## config.mk

```make
export PLATFORM = sky130hd
export DESIGN_NAME = alu_pipe
export DESIGN_NICKNAME = d
export VERILOG_FILES = /design/src/rtl/alu_pipe.sv
export SDC_FILE = /design/constraint.sdc
export NUM_CORES = 1
export LEC_CHECK = 0
export CELL_PAD_IN_SITES_DETAIL_PLACEMENT = 0
export CELL_PAD_IN_SITES_GLOBAL_PLACEMENT = 1
export CORE_ASPECT_RATIO = 1.1
export CORE_MARGIN = 1.5
export CORE_UTILIZATION = 35
export CTS_BUF_LIST = sky130_fd_sc_hd__clkbuf_16
export DETAILED_ROUTE_END_ITERATION = 6
export GPL_ROUTABILITY_DRIVEN = 1
export PLACE_DENSITY = 0.63
export SLEW_MARGIN = 20
export SYNTH_ARGS = -nofsm -noshare
export SYNTH_HDL_FRONTEND = slang
export SYNTH_SLANG_ARGS = --single-unit
export TNS_END_PERCENT = 5
```

## constraint.sdc

```tcl
create_clock -name clk -period 17.4 [get_ports clk]
set_input_delay 3.48 -clock clk [delete_from_list [all_inputs] [get_ports clk]]
set_output_delay 3.48 -clock clk [all_outputs]
set_load 0.02 [all_outputs]
```

## src/rtl/alu_pipe.sv

```systemverilog
// Registered EX-stage ALU: shifter / slt / add-sub / logic in one cycle, plus an
// iterative shift-add multiplier, behind a one-entry valid/ready output slot.
module alu_pipe #(
  parameter int WIDTH   = 32,
  parameter int SHAMT_W = 5
) (
  input  logic               clk,
  input  logic               reset,
  input  logic               in_valid,
  output logic               in_ready,
  input  logic [WIDTH-1:0]   x,
  input  logic [WIDTH-1:0]   y,
  input  logic [SHAMT_W-1:0] const_amt,
  input  logic               amt_sel,
  input  logic [1:0]         shift_func,
  input  logic [1:0]         logic_func,
  input  logic               add_sub,
  input  logic [1:0]         final_func,
  input  logic               mul_en,
  input  logic               mul_signed,
  output logic               out_valid,
  input  logic               out_ready,
  output logic [WIDTH-1:0]   out,
  output logic [WIDTH-1:0]   out_hi,
  output logic               zero_flag,
  output logic               ovf_flag,
  output logic               busy
);

  // Handshake: a transfer happens on a rising edge where valid && ready are both
  // high; the producer holds its fields stable while valid is high and ready is low.

  localparam int CNT_W = SHAMT_W + 1;

  typedef enum logic {S_IDLE, S_MUL} state_t;

  state_t               state_q, state_d;
  logic [CNT_W-1:0]     cnt_q, cnt_d;
  logic [2*WIDTH-1:0]   acc_q, acc_d;
  logic [2*WIDTH-1:0]   mcand_q, mcand_d;
  logic [WIDTH-1:0]     mplier_q, mplier_d;
  logic                 neg_q, neg_d;
  logic                 out_valid_q, out_valid_d;
  logic [WIDTH-1:0]     out_q, out_d;
  logic [WIDTH-1:0]     out_hi_q, out_hi_d;
  logic                 zero_q, zero_d;
  logic                 ovf_q, ovf_d;

  logic                 accept;
  logic                 slot_free;
  logic                 mul_done;
  logic                 mul_load;
  logic [SHAMT_W-1:0]   amt;
  logic [WIDTH-1:0]     shift_res;
  logic [WIDTH-1:0]     y_eff;
  logic [WIDTH-1:0]     low_sum;
  logic                 c_msb_in;
  logic                 c_msb_out;
  logic                 sum_msb;
  logic                 add_ovf;
  logic [WIDTH-1:0]     sum;
  logic [WIDTH-1:0]     slt_res;
  logic [WIDTH-1:0]     logic_res;
  logic [WIDTH-1:0]     alu_res;
  logic [WIDTH-1:0]     x_mag;
  logic [WIDTH-1:0]     y_mag;
  logic [2*WIDTH-1:0]   product;

  assign slot_free = !out_valid_q || out_ready;
  assign accept    = in_valid && in_ready;
  assign mul_done  = (state_q == S_MUL) && (cnt_q == CNT_W'(WIDTH));
  assign mul_load  = mul_done && slot_free;

  // State register and all datapath flops.
  always_ff @(posedge clk) begin
    if (reset) begin
      state_q     <= S_IDLE;
      cnt_q       <= '0;
      acc_q       <= '0;
      mcand_q     <= '0;
      mplier_q    <= '0;
      neg_q       <= 1'b0;
      out_valid_q <= 1'b0;
      out_q       <= '0;
      out_hi_q    <= '0;
      zero_q      <= 1'b0;
      ovf_q       <= 1'b0;
    end else begin
      state_q     <= state_d;
      cnt_q       <= cnt_d;
      acc_q       <= acc_d;
      mcand_q     <= mcand_d;
      mplier_q    <= mplier_d;
      neg_q       <= neg_d;
      out_valid_q <= out_valid_d;
      out_q       <= out_d;
      out_hi_q    <= out_hi_d;
      zero_q      <= zero_d;
      ovf_q       <= ovf_d;
    end
  end

  // Next-state logic.
  always_comb begin
    state_d = state_q;
    case (state_q)
      S_IDLE:  if (accept && mul_en) state_d = S_MUL;
      S_MUL:   if (mul_load) state_d = S_IDLE;
      default: state_d = S_IDLE;
    endcase
  end

  // FSM outputs.
  always_comb begin
    busy     = (state_q == S_MUL);
    in_ready = (state_q == S_IDLE) && slot_free && !reset;
  end

  // Single-cycle functional units.
  always_comb begin
    amt = amt_sel ? x[SHAMT_W-1:0] : const_amt;
    case (shift_func)
      2'b00:   shift_res = y;
      2'b01:   shift_res = y << amt;
      2'b10:   shift_res = y >> amt;
      default: shift_res = $unsigned($signed(y) >>> amt);
    endcase

    y_eff     = y ^ {WIDTH{add_sub}};
    low_sum   = {1'b0, x[WIDTH-2:0]} + {1'b0, y_eff[WIDTH-2:0]} + WIDTH'(add_sub);
    c_msb_in  = low_sum[WIDTH-1];
    sum_msb   = x[WIDTH-1] ^ y_eff[WIDTH-1] ^ c_msb_in;
    c_msb_out = (x[WIDTH-1] & y_eff[WIDTH-1]) | (x[WIDTH-1] & c_msb_in)
              | (y_eff[WIDTH-1] & c_msb_in);
    add_ovf   = c_msb_in ^ c_msb_out;
    sum       = {sum_msb, low_sum[WIDTH-2:0]};
    // True signed compare: the sign of the un-truncated difference.
    slt_res   = {{(WIDTH-1){1'b0}}, sum_msb ^ add_ovf};

    case (logic_func)
      2'b00:   logic_res = x & y;
      2'b01:   logic_res = x | y;
      2'b10:   logic_res = x ^ y;
      default: logic_res = ~(x | y);
    endcase

    case (final_func)
      2'b00:   alu_res = shift_res;
      2'b01:   alu_res = slt_res;
      2'b10:   alu_res = sum;
      default: alu_res = logic_res;
    endcase
  end

  // Multiplier iteration and output slot.
  always_comb begin
    x_mag    = (mul_signed && x[WIDTH-1]) ? -x : x;
    y_mag    = (mul_signed && y[WIDTH-1]) ? -y : y;
    product  = neg_q ? -acc_q : acc_q;

    cnt_d    = cnt_q;
    acc_d    = acc_q;
    mcand_d  = mcand_q;
    mplier_d = mplier_q;
    neg_d    = neg_q;

    if (state_q == S_IDLE && accept && mul_en) begin
      cnt_d    = '0;
      acc_d    = '0;
      mcand_d  = {{WIDTH{1'b0}}, x_mag};
      mplier_d = y_mag;
      neg_d    = mul_signed && (x[WIDTH-1] ^ y[WIDTH-1]);
    end else if (state_q == S_MUL && !mul_done) begin
      acc_d    = acc_q + (mplier_q[0] ? mcand_q : '0);
      mcand_d  = mcand_q << 1;
      mplier_d = mplier_q >> 1;
      cnt_d    = cnt_q + 1'b1;
    end

    out_valid_d = out_valid_q && !out_ready;
    out_d       = out_q;
    out_hi_d    = out_hi_q;
    zero_d      = zero_q;
    ovf_d       = ovf_q;

    // in_ready is low while MUL, so a new accept and a multiply load never coincide.
    if (accept && !mul_en) begin
      out_valid_d = 1'b1;
      out_d       = alu_res;
      out_hi_d    = '0;
      zero_d      = (alu_res == '0);
      ovf_d       = add_ovf;
    end else if (mul_load) begin
      out_valid_d = 1'b1;
      out_d       = product[WIDTH-1:0];
      out_hi_d    = product[2*WIDTH-1:WIDTH];
      zero_d      = (product[WIDTH-1:0] == '0);
      ovf_d       = 1'b0;
    end
  end

  assign out_valid = out_valid_q;
  assign out       = out_q;
  assign out_hi    = out_hi_q;
  assign zero_flag = zero_q;
  assign ovf_flag  = ovf_q;

endmodule

```

==> flow_metrics.py <==
metrics = {
    "status": {
        "status": "completed",
    },
    "synth": {
        "synth_xor_xnor_area_share_pct": 7.70,
        "synth_compound_area_share_pct": 25.8,
        "synthFlopType": "dfxtp_1",
        "yosysWarnings": 0,
        "synth.area.top_cells": "dfxtp_1 19%, ha_1 8.2%, nand2_1 8.1%",
        "synthCells": 3380,
        "synthDistinctLibCells": 90,
        "synth.avg_cell_area_um2": 7.34,
        "synth_top_family_by_area": "compound AO/OA/AOI/OAI gates",
        "syn-cell-area_um2": 24800,
        "synth_mux_area_share_pct": 10.2,
        "synth_edf_count": 0,
        "yosysTopAreaCellShare_pct": 19.0,
        "synthAdderAreaFrac_pct": 8.50,
        "ys_async_sr_fraction_pct": 0,
        "synth_area_leader_cell": "dfxtp_1",
        "yosys.area_share.simple_pct": 22.9,
        "yosysSeqAreaShare_pct": 19.0,
        "ys_seq_elements": 235,
        "syn_nets": 3629,
    },
    "critical_path": {
        "r2r-end": "acc_q[59]",
        "critical_path.slowest_cell": "clkdlybuf4s50_1",
        "worstPathMaxFanout": 17,
        "max_stage_delay_ns": 0.74,
        "arrival_ns": 9.99,
        "critPathRequiredTime_ns": 17.87,
        "endpoint_kind": "flop",
        "r2r_start": "mplier_q[0]",
        "crit_type": "in -> reg",
        "cp-start-kind": "input port",
        "r2r_setup_slack_ns": 12.18,
        "crit_chain": "clkdlybuf4s50_1 -> xor2_1 -> ha_1 -> o21ai_0 -> o21bai_1 -> nand3_1 -> nor3_1 -> o21ai_0 -> a221o_1 -> o211a_1 -> o21ai_0 -> fa_1 -> nor2b_1 -> o22a_1 -> a221oi_1 -> nand2b_1 -> nand3_1 -> or3_1 -> or4b_1 -> nor4_1 -> nand4_1 -> o22ai_1",
        "ff2ff_path_depth": 15,
        "crit_top_cell": "o21ai_0",
    },
    "global_routing": {
        "overflow": 0,
        "antenna_found_initial": 4,
        "grt_pass1_vias": 25900,
        "grt_pass1_wl_mm": 175,
        "grt_start_max_net_pins": 90,
        "grt_usage_pct": 32.0,
    },
    "detailed_routing": {
        "drt-met1-wl_mm": 46.6,
        "ant_nets": 0,
        "drc": 0,
        "top_layer": "met4",
        "wl_met3_mm": 6.81,
        "wire_per_inst_um": 27.6,
        "routed_wl_mm": 119,
        "drtPass1Iterations": 6,
        "initialDrtViolationCount": 2038,
        "dr_wl_met2_mm": 56.9,
        "via_per_inst": 6.13,
        "vias": 26500,
    },
    "timing": {
        "skew_ns": 0.0168,
        "hold_slack_ns": 0.453,
        "slew_headroom_pct": 23.9,
        "timing.fmax_mhz": 105,
        "finalHoldViolCount": 0,
        "period_needed_ns": 9.51,
        "fin_setup_tns_ns": 0,
        "final_max_slew_viol_count": 0,
        "rsz0062_at_grt": "false",
        "finalSetupViolCount": 0,
        "worst_pin_slew_ns": 1.13,
        "post-route-period-util_pct": 54.7,
        "fin_ws_ns": 7.89,
    },
    "run": {
        "max_cap_violations": 0,
    },
    "cts": {
        "cts_made_buffers": 28,
        "cts_resized": 0,
        "clock-sinks": 235,
        "cts_buffer_depth": 3,
        "cts_tree": "built",
        "cts_setup_buffers": 0,
        "clkTransAtPathRegs_ns": 0.06,
        "ctsHoldBuffers": 0,
        "clk-insertion-delay-late_ns": 0.56,
        "clockRootBuffer": "clkbuf_16",
        "h-tree-depth": 1,
    },
    "power_and_ir_drop": {
        "p_int_mw": 1.06,
        "p_sw_share_pct": 38.6,
        "p_sw_mw": 0.663,
        "ir_worst_vdd_uv": 65.8,
        "p_per_area_nw_per_um2": 61.6,
        "pwr-share-clk_pct": 31.4,
        "p_leak_nw": 10.9,
        "pwr-share-seq_pct": 32.8,
        "combinationalPowerShare_pct": 35.9,
    },
    "die": {
        "dieWidth_um": 257,
        "ios": 152,
        "initial_core_util_pct": 35.3,
        "core-area_um2": 70200,
        "row_count": 102,
        "die_h_um": 282,
        "dieArea_um2": 72500,
    },
    "finish": {
        "final_area_um2": 27900,
        "area_delta_synth_final_pct": 12.4,
        "fill_cells": 7432,
        "drive_gt1_share_pct": 6.94,
        "final_nets": 3616,
    },
    "worst_hold_path": {
        "hp-class": "reg -> reg",
        "hold_start": "out_hi[28]",
        "worstHoldPathCells": 2,
        "holdPathEnd": "out_hi[28]",
    },
    "place": {
        "dpl-instance-area_um2": 27100,
        "post-place-ws_ns": 7.48,
        "gp_congestion": 0.983,
        "dp_hpwl_mm": 91.5,
        "io_buffers": 151,
    },
}
-- metrics by stage --
| step | total power, mW | util [%] | cells |
|---|---|---|---|
| after global placement | 1.18 | 38.6 | 4273 |
| after global routing | 1.79 | 39.7 | 4325 |
| final | 1.72 | 39.7 | 4326 |
| after detailed placement | 1.18 | 38.6 | 4273 |
| after floorplan | 0.940 | - | 3380 |
| after CTS | 1.72 | 39.7 | 4323 |
-- per-layer routing --
layer | vias to the layer above | track usage (%)
li1 | 12300 | -
met1 | 12800 | 36.8
met2 | 1116 | 55.6
met3 | 308 | 4.34
met4 | 0 | 21.3
met5 | - | 0
-- worst max path at each step --
stage / startpoint / end / slack, ns
after detailed placement: y[5] / zero_flag / 7.48
after global placement: y[5] / zero_flag / 7.52
after CTS: y[5] / zero_flag / 8.04
after global routing: y[5] / zero_flag / 7.43
after floorplan: add_sub / zero_flag / 8.87
final: y[5] / zero_flag / 7.89
-- critical path: cells and delay by family --
family	cells	cell delay [ns]
buf+inv	1	0.74
compound gates	9	2.52
simple gates	9	2.18
xor+xnor	1	0.30
fa+ha+maj	2	0.75
-- cells in the final DEF (no fill, tap or decap), drive strengths merged, types with 18 or more instances in the layout --
cell / n
a211oi: 65
a21o: 55
a21oi: 264
a221oi: 29
a22oi: 28
a311oi: 69
a31oi: 37
and2: 80
and3: 25
buf: 80
clkbuf: 29
clkdlybuf4s50: 144
dfxtp: 235
ha: 162
inv: 120
mux2i: 94
mux4: 65
nand2: 533
nand2b: 18
nand3: 76
nand4: 32
nor2: 307
nor2b: 26
nor3: 56
nor4: 25
o211ai: 34
o21a: 24
o21ai: 172
o31ai: 36
xnor2: 117
xor2: 101
-- cell usage after synthesis, types with 7 or more instances --
master,number
nand2_1,533
nor2_1,307
a21oi_1,264
dfxtp_1,235
clkbuf_1,219
o21ai_0,171
ha_1,162
xnor2_1,117
inv_1,110
xor2_1,101
mux2i_1,94
and2_1,79
nand3_1,76
a311oi_1,69
a211oi_1,65
mux4_2,65
a21o_1,55
nor3_1,55
a31oi_1,37
o31ai_1,35
buf_1,34
o211ai_1,34
nand4_1,32
a221oi_1,29
a22oi_1,28
nor2b_1,26
and3_1,25
nor4_1,24
o21a_1,24
nand2b_1,18
o221ai_1,17
or3_1,15
a211o_1,13
mux2_2,12
o41ai_1,12
a41oi_1,10
buf_2,10
o22ai_1,10
or4_1,10
and4_1,9
o21bai_1,9
o311ai_0,9
or2_2,8
a21boi_0,7
-- logic make-up after synthesis --
| family | count (synthesis) |
|---|---|
| flops | 235 |
| mux | 171 |
| buf+inv | 379 |
| fa+ha+maj | 166 |
| simple gates | 1250 |
| compound gates | 961 |
| xor+xnor | 218 |
-- area by class of cell --
cell class | instances | area, um2 | share of cell area [%]
Multi-Input combinational cell | 2766 | 18700 | 67.2
Clock buffer | 29 | 726 | 2.60
Tap cell | 936 | 1170 | 4.20
Timing Repair Buffer | 224 | 2030 | 7.27
Inverter | 112 | 420 | 1.51
Clock inverter | 21 | 88.8 | 0.319
Sequential cell | 235 | 4710 | 16.9
Antenna cell | 3 | 7.51 | 0.0269
-- registers in the layout, summed over array words and instances, names as in the netlist --
| signal | cells |
|---|---|
| busy | 1 |
| zero_flag | 1 |
| neg_q | 1 |
| mplier_q | 32 |
| acc_q | 64 |
| ovf_flag | 1 |
| out_hi | 32 |
| out | 32 |
| out_valid | 1 |
| mcand_q | 64 |
| cnt_q | 6 |
-- power by group through the flow --
stage / sequential, mW / clock [mW] / combinational [mW]
floorplan: 0.573 / 0 / 0.366
global placement: 0.574 / 0 / 0.604
detailed placement: 0.575 / 0 / 0.602
CTS: 0.563 / 0.554 / 0.604
global route: 0.564 / 0.575 / 0.651
finish: 0.563 / 0.539 / 0.616
(Power assumes the default switching activity.)
